--- src/rtl/pc_seq_pkg.sv ---
// Shared types and constants for the program-counter sequencer.
// Holds the FSM state encoding, the fault cause codes and a strobe-conflict helper.
package pc_seq_pkg;

    typedef enum logic [1:0] {
        RUN   = 2'd0,
        ISR   = 2'd1,
        FAULT = 2'd2
    } state_t;

    localparam logic [1:0] FC_NONE = 2'b00;
    localparam logic [1:0] FC_OVF  = 2'b01;
    localparam logic [1:0] FC_UNF  = 2'b10;
    localparam logic [1:0] FC_ILL  = 2'b11;

    // True when two or more control-transfer strobes are raised together.
    function automatic logic multi_strobe(input logic a, input logic b, input logic c);
        return (a & b) | (a & c) | (b & c);
    endfunction

endpackage

--- src/rtl/ret_stack.sv ---
// Return-address LIFO shared by call/ret and interrupt entry/exit.
// Only the occupancy count is reset; the entries are plain storage.
module ret_stack #(
    parameter int WIDTH = 10,
    parameter int DEPTH = 8,
    localparam int SP_W  = $clog2(DEPTH + 1),
    localparam int IDX_W = $clog2(DEPTH)
) (
    input  logic             clk,
    input  logic             reset,
    input  logic             push,
    input  logic             pop,
    input  logic [WIDTH-1:0] din,
    output logic [WIDTH-1:0] top,
    output logic [SP_W-1:0]  count,
    output logic             full,
    output logic             empty
);

    logic [WIDTH-1:0] mem [DEPTH];
    logic [IDX_W-1:0] wr_idx;
    logic [IDX_W-1:0] top_idx;

    assign full    = (count == SP_W'(DEPTH));
    assign empty   = (count == '0);
    assign wr_idx  = IDX_W'(count);
    assign top_idx = IDX_W'(count - SP_W'(1));
    assign top     = empty ? '0 : mem[top_idx];

    // NOTE: the array carries no reset; a popped slot is always one written earlier.
    always_ff @(posedge clk) begin
        if (push && !full) begin
            mem[wr_idx] <= din;
        end
    end

    // NOTE: sequential state uses non-blocking assignments so all flops update together.
    always_ff @(posedge clk or posedge reset) begin
        if (reset) begin
            count <= '0;
        end else if (push && !full) begin
            count <= count + SP_W'(1);
        end else if (pop && !empty) begin
            count <= count - SP_W'(1);
        end
    end

endmodule

--- src/rtl/pc_seq.sv ---
// Program-counter sequencer: next-PC priority, return stack, one maskable
// interrupt and a terminal fault state for stack misuse.
module pc_seq
    import pc_seq_pkg::*;
#(
    parameter int PC_W      = 10,
    parameter int DEPTH     = 8,
    parameter int RESET_VEC = 0,
    parameter int IRQ_VEC   = 1,
    localparam int SP_W     = $clog2(DEPTH + 1)
) (
    input  logic            clk,
    input  logic            reset,
    input  logic            en,
    input  logic            s_inc,
    input  logic [PC_W-1:0] dest,
    input  logic            call,
    input  logic            ret,
    input  logic            reti,
    input  logic            irq,
    output logic [PC_W-1:0] pc,
    output logic            irq_ack,
    output logic            in_isr,
    output logic [SP_W-1:0] sp,
    output logic            fault,
    output logic [1:0]      fault_cause
);

    state_t          state_q, state_d;
    logic [PC_W-1:0] pc_q, pc_d;
    logic [1:0]      cause_q, cause_d;
    logic [PC_W-1:0] pc_inc, seq_pc, push_data, top;
    logic            push, pop, full, empty, ack;

    assign pc_inc = pc_q + PC_W'(1);
    assign seq_pc = s_inc ? pc_inc : dest;

    ret_stack #(
        .WIDTH (PC_W),
        .DEPTH (DEPTH)
    ) u_stack (
        .clk   (clk),
        .reset (reset),
        .push  (push),
        .pop   (pop),
        .din   (push_data),
        .top   (top),
        .count (sp),
        .full  (full),
        .empty (empty)
    );

    // NOTE: every output starts from a hold default, so no branch can infer a latch.
    always_comb begin
        state_d   = state_q;
        pc_d      = pc_q;
        cause_d   = cause_q;
        push      = 1'b0;
        pop       = 1'b0;
        push_data = pc_inc;
        ack       = 1'b0;

        if (en && state_q != FAULT) begin
            if (multi_strobe(call, ret, reti) || (reti && state_q == RUN)) begin
                state_d = FAULT;
                cause_d = FC_ILL;
            end else if (reti || ret) begin
                if (empty) begin
                    state_d = FAULT;
                    cause_d = FC_UNF;
                end else begin
                    pop  = 1'b1;
                    pc_d = top;
                    if (reti) begin
                        state_d = RUN;
                    end
                end
            end else if (call) begin
                if (full) begin
                    state_d = FAULT;
                    cause_d = FC_OVF;
                end else begin
                    push = 1'b1;
                    pc_d = dest;
                end
            end else if (irq && state_q == RUN) begin
                // The return address is where the interrupted instruction would have gone.
                if (full) begin
                    state_d = FAULT;
                    cause_d = FC_OVF;
                end else begin
                    push      = 1'b1;
                    push_data = seq_pc;
                    pc_d      = PC_W'(IRQ_VEC);
                    state_d   = ISR;
                    ack       = 1'b1;
                end
            end else begin
                pc_d = seq_pc;
            end
        end
    end

    always_ff @(posedge clk or posedge reset) begin
        if (reset) begin
            state_q <= RUN;
            pc_q    <= PC_W'(RESET_VEC);
            cause_q <= FC_NONE;
        end else begin
            state_q <= state_d;
            pc_q    <= pc_d;
            cause_q <= cause_d;
        end
    end

    assign pc          = pc_q;
    assign irq_ack     = ack & ~reset;
    assign in_isr      = (state_q == ISR);
    assign fault       = (state_q == FAULT);
    assign fault_cause = cause_q;

endmodule

--- config.mk ---
export PLATFORM = sky130hd
export DESIGN_NAME = pc_seq
export DESIGN_NICKNAME = d
export VERILOG_FILES = /design/src/rtl/pc_seq_pkg.sv /design/src/rtl/ret_stack.sv /design/src/rtl/pc_seq.sv
export SDC_FILE = /design/constraint.sdc
export NUM_CORES = 1
export LEC_CHECK = 0
export ABC_CLOCK_PERIOD_IN_PS = 8600
export BUFFER_PORTS_ARGS = -buffer_cell sky130_fd_sc_hd__buf_2
export CAP_MARGIN = 20
export CORE_AREA = 2 2 101 103
export DETAILED_ROUTE_END_ITERATION = 8
export DIE_AREA = 0 0 103 105
export PLACE_DENSITY = 0.67
export SKIP_CTS_REPAIR_TIMING = 1
export SYNTH_ARGS = -nofsm -noshare
export SYNTH_HDL_FRONTEND = slang
export SYNTH_HIERARCHICAL = 1
export SYNTH_SLANG_ARGS = --single-unit
--- constraint.sdc ---
create_clock -name clk -period 8.6 [get_ports clk]
set_clock_uncertainty 0.05 [all_clocks]
set_input_delay 0.43 -clock clk [delete_from_list [all_inputs] [get_ports clk]]
set_output_delay 0.43 -clock clk [all_outputs]
set_load 0.01 [all_outputs]
==> metrics.txt, run 1 <==
Skew-Pair Late Insertion Delay 370 ps; RSZ-0062 raised after global routing no; Die Wd 103 µm; CP max FO 29; Starting Density 0.496; Max Root-Sink Buffers 2; Pwr per Cell Area 308 nW/µm²; FF-to-FF End u_stack/mem[4][1]; Final ANT Viol Nets 0; IR Drop Worst-Case VDD 95.8 µV; Die Ht 105 µm; post-layout min period 3720 ps; detailed-route via count 3060; Seq/Total Area, Yosys 0.597; dpl hpwl 6810 µm; Worst-Margin Slew 1110 ps; synthesized area 4780 µm²; Num Clock Sinks 98; Yosys cell types 54; share of layout cells above drive strength 1 0.230; max frequency 0.269 GHz; FF-to-FF path depth 10; CP most frequent cell buf_4; I/O pin count 37; die area 10800 µm²; Core Region 9640 µm²; ys flop type edfxtp_1; Post-synth EDFFs 80; Port Buffers 36; cells after synthesis 357; first-pass GRT wire length 15600 µm; total track usage 0.194; post-route cell area 5260 µm²; TritonCTS buffer count 9; Max-slew headroom 0.259; max-slew violations 0; Final Wtd Congestion 0.839; vias per cell 5.80; CTS tree done; #FFs+latches synth 98; nets 411; min-delay src dest[8]; Crit Path Category reg2reg; Hold Violations, Final 0; Critical Path RT 8640 ps; 1st-pass router iterations 5; hold path depth 4; Hold Path Class in2reg; startpoint types register; H-tree level count 3; DR WL/cell 18.8 µm; max_cap viols 0; synthesized area per cell 13.4 µm²; CP max-delay cell nor3_1; initial antenna violation count 0; leakage 1.91 nW; fin crit share 0.432; CP bufs+invs 5; drt total wl 9930 µm; status complete, no violations; Critical Path Max Stage Delay 770 ps; Root Driver clkbuf_8; Hold Path End pc[8]; Reg clk slew, reported paths 110 ps; gr ovfl total 0; largest net degree at the start of global routing 30; vias in the first global route 2941; Remaining DRCs 0; Inserted Diodes 0; Placement Cell Area 5050 µm²; reg-to-reg startpoint u_stack/count[0]; final setup fails 0; total negative setup slack 0 ps; row count 36; WP data arrival 3760 ps; most frequent cells in the layout edfxtp_1, buf_2, nor2_1, o21ai_0, nand2_1; Area Overhead vs Synth 10.1%; Iteration-0 DRC Markers 234; nature of the critical path endpoint register; Syn. warnings 6; syn_nets 378; r2r setup slk 4880 ps; crit-path leading delay family simple AND/OR/NAND/NOR gates; worst-path cell chain buf_4, inv_1, ha_1, nand3b_1, inv_1, nor4_1, buf_4, nand2_1, nor3_1, buf_4; ys async rst share 0.184; most common cell after layout, fill and taps aside edfxtp_1
==> worst max-delay path by stage <==
stage,from,endpoint,slack [ps],cells past startpoint
after global routing,u_stack/count[0],u_stack/mem[4][1],4570,10
after floorplan,u_stack/count[0],u_stack/mem[0][0],5080,12
after global placement,u_stack/count[0],u_stack/mem[7][6],5040,9
after detailed placement,u_stack/count[0],u_stack/mem[4][1],4970,10
final,u_stack/count[0],u_stack/mem[4][1],4880,10
after CTS,u_stack/count[0],u_stack/mem[6][9],4920,9
==> cells in the mapped netlist, types with 3 or more instances <==
cell type   n  area, µm²
mux2_2      4       45.0
a31oi_1     3       18.8
o21ai_0    33        165
mux4_2     16        360
ha_1        3       37.5
dfrtp_1    18        450
edfxtp_1   80       2400
nor2b_1     7       43.8
clkbuf_1    9       33.8
nor2_1     33        124
nand2_1    29        109
xnor2_1     4       35.0
a221oi_1    4       35.0
nand3b_1    3       22.5
mux4_1      4        105
inv_1      13       48.8
mux2i_1     4       40.0
nor3_1      7       35.0
nand3_1     5       25.0
buf_2       5       25.0
nand2b_1    3       18.8
xor2_1      5       43.8
o22ai_1     4       25.0
buf_6       4       45.0
a211oi_1    4       30.0
a21oi_1    15       75.1
and3_1      3       18.8
==> metal layers <==
metal	vias up	track usage	routed length [µm]
li1	1426	-	-
met1	1497	0.275	4490
met2	119	0.296	4670
met3	18	0.0428	559
met4	0	0.0705	204
met5	-	0	0
==> flip-flops by register name, indices dropped and copies added (netlist names) <==
name,count
fault_cause,2
pc,10
state_q,2
u_stack/count,4
u_stack/mem,80
==> final cells by class <==
class,instances,area (µm²)
sequential,98,2850
fill,806,4380
clock buffer,9,124
multi-input combinational,226,1760
clock inverter,7,76.3
timing repair buffer,42,231
inverter,13,48.8
tap,133,166
==> kinds of logic (layout without fill, tap and decap cells) <==
group                    count (synthesis)  after routing  share of synthesized area
AND/OR/NAND/NOR                        104            104                      0.109
flip-flops                              98             98                      0.597
AO/OA/AOI/OAI                           80             80                      0.113
buffers and inverters                   33             71                     0.0343
multiplexers                            30             30                      0.121
XOR/XNOR                                 9              9                     0.0165
adder cells (fa/ha/maj)                  3              3                    0.00786
==> where the power goes <==
part           switching (mW)  internal (mW)
clock network           0.183          0.117
logic                   0.374          0.268
registers              0.0566          0.624
==> tightest hold or removal path: cells and delay by family <==
family	cells	cell delay, ps
compound gates	2	190
buf+inv	1	110
simple gates	1	90
==> through the flow <==
stage | cells | utilization | hold WS [ps] | setup WS, ps | power (mW)
finish | 528 | 0.546 | 419 | 4880 | 1.62
global route | 528 | 0.546 | 420 | 4570 | 1.73
CTS | 527 | 0.545 | -123 | 4920 | 1.63
detailed placement | 511 | 0.524 | 295 | 4970 | 1.33
global placement | 510 | 0.523 | 297 | 5040 | 1.32
floorplan | 357 | - | 146 | 5080 | 1.16
Power figures use the tool's default switching activity.
==> run 2, diff against run 1 <==
--- a/config.mk
+++ b/config.mk
@@ -5,12 +5,13 @@
 export SDC_FILE = /design/constraint.sdc
 export NUM_CORES = 1
 export LEC_CHECK = 0
-export ABC_CLOCK_PERIOD_IN_PS = 8600
+export ABC_AREA = 1
+export ABC_CLOCK_PERIOD_IN_PS = 3800
 export BUFFER_PORTS_ARGS = -buffer_cell sky130_fd_sc_hd__buf_2
 export CAP_MARGIN = 20
-export CORE_AREA = 2 2 101 103
+export CORE_AREA = 2 2 105 107
 export DETAILED_ROUTE_END_ITERATION = 8
-export DIE_AREA = 0 0 103 105
+export DIE_AREA = 0 0 107 109
 export PLACE_DENSITY = 0.67
 export SKIP_CTS_REPAIR_TIMING = 1
 export SYNTH_ARGS = -nofsm -noshare
==> constraint.sdc (replaced) <==
create_clock -name clk -period 3.8 [get_ports clk]
set_clock_uncertainty 0.05 [all_clocks]
set_input_delay 0.19 -clock clk [delete_from_list [all_inputs] [get_ports clk]]
set_output_delay 0.19 -clock clk [all_outputs]
set_load 0.01 [all_outputs]
==> metrics.txt, run 2 <==
vias per cell 5.22 (-9.9%); Root Driver clkbuf_8; nets 659 (+60%); CP Depth 11 (+1); total negative setup slack 0 ps (unchanged); largest reg by FF count u_stack/mem; die area 11700 µm² (+7.8%); Hold Violations, Final 0 (unchanged); Port Buffers 36 (unchanged); H-tree level count 3 (unchanged); most common cell in the synthesized netlist nand2_1; Num Clock Sinks 98 (unchanged); total track usage 0.228 (+0.0339); drt total wl 12600 µm (+27%); first-pass GRT wire length 19600 µm (+25%); max-slew violations 0 (unchanged); CP bufs+invs 4 (-1); Remaining DRCs 0 (unchanged); vias in the first global route 3766 (+28%); post-route total power 4.57 mW (+180%); dpl hpwl 8990 µm (+32%); RSZ-0062 raised after global routing no; max_cap viols 0 (unchanged); Seq/Total Area, Yosys 0.557 (-0.0398); Die Wd 107 µm (+3.9%); Skew-Pair Late Insertion Delay 380 ps (about the same); Final ANT Viol Nets 0 (unchanged); crit-path leading delay family simple AND/OR/NAND/NOR gates; #FFs+latches synth 98 (unchanged); startpoint types register; Final Wtd Congestion 0.918 (+9.4%); gr ovfl total 0 (unchanged); status complete, no violations; fillers 982 (+22%); CTS tree done; WP data arrival 3020 ps (-740 ps); ys async rst share 0.184 (unchanged); area leader, netlist edfxtp_1; most frequent cells in the layout nand2_1, nor2_1, edfxtp_1, inv_1, nand3_1; FF-to-FF path depth 11 (+1); detailed-route via count 4087 (+34%); Critical Path RT 3750 ps (-4890 ps); 1st-pass router iterations 5 (unchanged); Max Root-Sink Buffers 2 (unchanged); row count 38 (+5.6%); Iteration-0 DRC Markers 309 (+32%); synthesized area per cell 8.50 µm² (-36%); Worst-Margin Slew 969 ps (-139 ps); fin crit share 0.808 (+0.375); Die Ht 109 µm (+3.8%); nature of the critical path endpoint register; Inserted Diodes 0 (unchanged); CP most frequent cell inv_1; largest net degree at the start of global routing 55 (+83%); final std cells w/o fill 783 (+48%); Pwr per Cell Area 816 nW/µm² (+160%); DR WL/cell 16.1 µm (-14%); Crit Path Category reg2reg; initial antenna violation count 0 (unchanged); Starting Density 0.483 (-0.0128); Yosys cell types 32 (-41%); hold path depth 5 (+1); Max-slew headroom 0.351 (+0.0923); worst-path cell chain inv_4, ha_1, nand3_2, inv_1, inv_1, nand2_1, nor3_1, nand2_4, inv_1, nand2_1, nor2_1; Core Region 10600 µm² (+10%); top cells by count, synth nand2_1, nor2_1, edfxtp_1, inv_1, nand3_1; top cell type's share of synthesized area 0.469 (-0.0335); ys flop type edfxtp_1; final setup fails 0 (unchanged); max frequency 0.326 GHz (+21%); cell count after placement 766 (+50%); Final WS setup 731 ps (-4150 ps); max reg flops 80 (unchanged); IR Drop Worst-Case VDD 367 µV (+280%); Syn. warnings 6 (unchanged); TritonCTS buffer count 9 (unchanged); Reg clk slew, reported paths 110 ps (about the same); CP max-delay cell nor2_1; largest cells by area after synthesis edfxtp_1, nand2_1, dfrtp_1, nor2_1, nand3_1; post-layout min period 3070 ps (-648 ps); Area Overhead vs Synth 9.41%; share of layout cells above drive strength 1 0.135 (-0.0951); synthesized area 5120 µm² (+7.1%); leakage 2.49 nW (+30%); Post-synth EDFFs 80 (unchanged); Hold Path Class in2reg; CP max FO 36 (+24%); Critical Path Max Stage Delay 680 ps (-90 ps); most common cell after layout, fill and taps aside nand2_1; dpl ws 761 ps (-4210 ps); syn_nets 623 (+65%); I/O pin count 37 (unchanged); cells after synthesis 602 (+69%)
run 2: cell count changes in the layout (fill, tap and decap cells not counted), moves of 7 or more:
cell / before / now
nand2_1: 29 / 161
nor2_1: 33 / 113
inv_1: 13 / 62
nand3_1: 5 / 52
o21ai_1: 0 / 18
mux4_2: 16 / 0
a21oi_1: 15 / 3
nor2b_1: 7 / 0
run 2: metrics by stage:
stage	hold WS, ps	util	cell area (µm²)
final	140	0.528	5600
after global routing	143	0.528	5600
after CTS	-344	0.527	5590
after detailed placement	64.5	0.507	5380
after global placement	62.1	0.507	5380
after floorplan	-93.9	-	5120
run 2: path summary, 6_finish.rpt:
path,startpoint,slack [ps],endpoint
worst min-delay path,dest[9],140,pc[9]
min in group asynchronous,reset,220,u_stack/count[1]
worst max register to register,u_stack/count[0],730,u_stack/mem[2][8]
worst max-delay path,u_stack/count[0],730,u_stack/mem[2][8]
max in group asynchronous,reset,2920,fault_cause[0]
worst min register to register,fault_cause[0],420,fault_cause[0]
run 2: layout make-up:
class	count	area [µm²]	share of cell area
clock buffers	9	124	0.0221
clock inverters	7	87.6	0.0156
inverters	69	262	0.0467
multi-input cells	413	1840	0.328
flip-flops and latches	98	2850	0.509
well taps	140	175	0.0313
repair buffers	47	265	0.0474
run 2: layer usage:
layer  global-route usage  part of all wire
met5                    0                 0
met4               0.0816             0.020
met3               0.0496             0.056
met2                0.374              0.48
met1                0.302              0.45
run 2: tightest hold or removal path, delay by kind of cell:
kind	cells	cell delay, ps
AO/OA/AOI/OAI	1	50
buffers and inverters	1	110
AND/OR/NAND/NOR	3	200
run 2: where the power goes:
| part | switching [mW] | internal (mW) | leakage (nW) | total (mW) |
|---|---|---|---|---|
| sequential | 0.120 | 1.42 | 0.938 | 1.54 |
| combinational | 1.62 | 0.712 | 1.45 | 2.34 |
| clock | 0.382 | 0.318 | 0.105 | 0.699 |
run 2: cells by family (layout without fill, tap and decap cells):
family          count (synthesis)  count (layout)  share of synthesized area
compound gates                 56              56                     0.0574
xor+xnor                        4               4                    0.00831
fa+ha+maj                       3               3                    0.00733
buf+inv                        91             132                     0.0843
flops                          98              98                      0.557
simple gates                  350             350                      0.285
==> run 3, diff against run 2 <==
--- a/config.mk
+++ b/config.mk
@@ -6,13 +6,13 @@
 export NUM_CORES = 1
 export LEC_CHECK = 0
 export ABC_AREA = 1
-export ABC_CLOCK_PERIOD_IN_PS = 3800
+export ABC_CLOCK_PERIOD_IN_PS = 2600
 export BUFFER_PORTS_ARGS = -buffer_cell sky130_fd_sc_hd__buf_2
 export CAP_MARGIN = 20
 export CORE_AREA = 2 2 105 107
 export DETAILED_ROUTE_END_ITERATION = 8
 export DIE_AREA = 0 0 107 109
-export PLACE_DENSITY = 0.67
+export PLACE_DENSITY = 0.69
 export SKIP_CTS_REPAIR_TIMING = 1
 export SYNTH_ARGS = -nofsm -noshare
 export SYNTH_HDL_FRONTEND = slang
==> constraint.sdc (replaced) <==
create_clock -name clk -period 2.6 [get_ports clk]
set_clock_uncertainty 0.05 [all_clocks]
set_input_delay 0.13 -clock clk [delete_from_list [all_inputs] [get_ports clk]]
set_output_delay 0.13 -clock clk [all_outputs]
set_load 0.01 [all_outputs]
==> metrics.txt, run 3 (synthesized netlist as in run 2, its figures left out) <==
startpoint types register; DR WL/cell 16.1 µm (about the same); post-route total power 6.76 mW (+48%); Pwr per Cell Area 1170 nW/µm² (+43%); Hold Violations, Final 0 (unchanged); Final ANT Viol Nets 0 (unchanged); most frequent cells in the layout nand2_1, nor2_1, edfxtp_1, inv_1, nand3_1; row count 38 (unchanged); largest net degree at the start of global routing 55 (unchanged); worst-path cell chain inv_1, ha_1, nand3_2, inv_1, inv_1, nand2_1, nor3_4, nand2_4, inv_1, nand2_4, nor2_4; max_cap viols 0 (unchanged); initial antenna violation count 0 (unchanged); final std cells w/o fill 795 (+1.5%); clock share of power 0.143 (-0.010); post-layout min period 2410 ps (-655 ps); first-pass GRT wire length 19700 µm (+0.57%); nets 671 (+1.8%); CP most frequent cell inv_1; fin crit share 0.928 (+0.121); Reg clk slew, reported paths 110 ps (about the same); H-tree level count 3 (unchanged); cell count after placement 775 (+1.2%); Area Overhead vs Synth 12.8%; max reg flops 80 (unchanged); vias in the first global route 3827 (+1.6%); die area 11700 µm² (unchanged); final core utilization 0.545 (+0.0165); Die Ht 109 µm (unchanged); Max-slew headroom 0.575 (+0.224); Critical Path RT 2610 ps (-1140 ps); Die Wd 107 µm (unchanged); Sw Ratio 0.470 (+0.00478); Starting Density 0.483 (unchanged); 1st-pass router iterations 5 (unchanged); CP max-delay cell dfrtp_1; post-route cell area 5780 µm² (+3.1%); total negative setup slack 0 ps (unchanged); Max Root-Sink Buffers 2 (unchanged); TritonCTS buffer count 9 (unchanged); Critical Path Max Stage Delay 430 ps (-250 ps); IR Drop Worst-Case VDD 560 µV (+53%); Port Buffers 36 (unchanged); Skew-Pair Late Insertion Delay 380 ps (about the same); fillers 984 (+0.20%); gr ovfl total 0 (unchanged); Inserted Diodes 0 (unchanged); Hold Path Class in2reg; largest reg by FF count u_stack/mem; Reg power frac 0.332 (-0.004); Crit Path Category reg2reg; dpl hpwl 9040 µm (+0.59%); I/O pin count 37 (unchanged); Final Wtd Congestion 0.931 (+1.4%); total track usage 0.229 (+0.000936); Root Driver clkbuf_8; WP data arrival 2420 ps (-600 ps); CP max FO 10 (-72%); most common cell after layout, fill and taps aside nand2_1; detailed-route via count 4162 (+1.8%); drt total wl 12800 µm (+1.5%); P_int 3.59 mW (+47%); nature of the critical path endpoint register; CTS tree done; Remaining DRCs 0 (unchanged); combinational share of power 0.525 (+0.014); Iteration-0 DRC Markers 334 (+8.1%); Core Region 10600 µm² (unchanged); status complete, no violations; max-slew violations 0 (unchanged); vias per cell 5.24 (+0.30%); RSZ-0062 raised after global routing no; final setup fails 0 (unchanged); Psw 3.18 mW (+49%); Num Clock Sinks 98 (unchanged); Worst-Margin Slew 636 ps (-333 ps); share of layout cells above drive strength 1 0.165 (+0.0296); max frequency 0.414 GHz (+27%); leakage 2.56 nW (+2.9%); Placement Cell Area 5500 µm² (+2.2%)
## run 3: final timing paths
path	start	endpoint	slack [ps]	cells past startpoint
setup / recovery	u_stack/count[1]	u_stack/mem[2][6]	190	11
max in group asynchronous	reset	pc[2]	1760	3
hold reg to reg	fault_cause[1]	fault_cause[1]	440	2
hold / removal	dest[9]	pc[9]	80	5
min in group asynchronous	reset	u_stack/count[0]	130	3
setup reg to reg	u_stack/count[1]	u_stack/mem[2][6]	190	11
## run 3: power groups by stage
stage,logic (mW),registers [mW],clock network [mW]
3_3_place_gp,3.47,2.26,0
5_1_grt,3.95,2.27,1.04
3_5_place_dp,3.51,2.27,0
2_1_floorplan,2.41,2.29,0
4_1_cts,3.52,2.24,0.987
6_report,3.55,2.24,0.968
## run 3: through the flow
stage,worst slack (ps),hold WS [ps]
6_report,187,82.3
5_1_grt,8.80,109
4_1_cts,87.8,-430
3_5_place_dp,101,-4.61
3_3_place_gp,217,-5.64
2_1_floorplan,52.5,-154
## run 3: area by class of cell
| type | count | area, µm² | area share |
|---|---|---|---|
| Sequential cell | 98 | 2850 | 0.494 |
| Timing Repair Buffer | 59 | 393 | 0.0680 |
| Multi-Input combinational cell | 413 | 1900 | 0.329 |
| Tap cell | 140 | 175 | 0.0303 |
| Clock buffer | 9 | 124 | 0.0214 |
| Clock inverter | 7 | 71.3 | 0.0123 |
| Inverter | 69 | 262 | 0.0453 |
## run 3: critical path, delay by kind of cell (launching register included)
family / cells / cell delay [ps]
and+or+nand+nor: 6 / 970
DFF: 1 / 430
adders and majority gates: 1 / 260
buffers and inverters: 4 / 390
## run 3: routing by layer
metal / wire [µm] / GRT usage
met3: 798 / 0.0383
met5: 0 / 0
met4: 258 / 0.0761
met2: 6350 / 0.396
met1: 5390 / 0.296
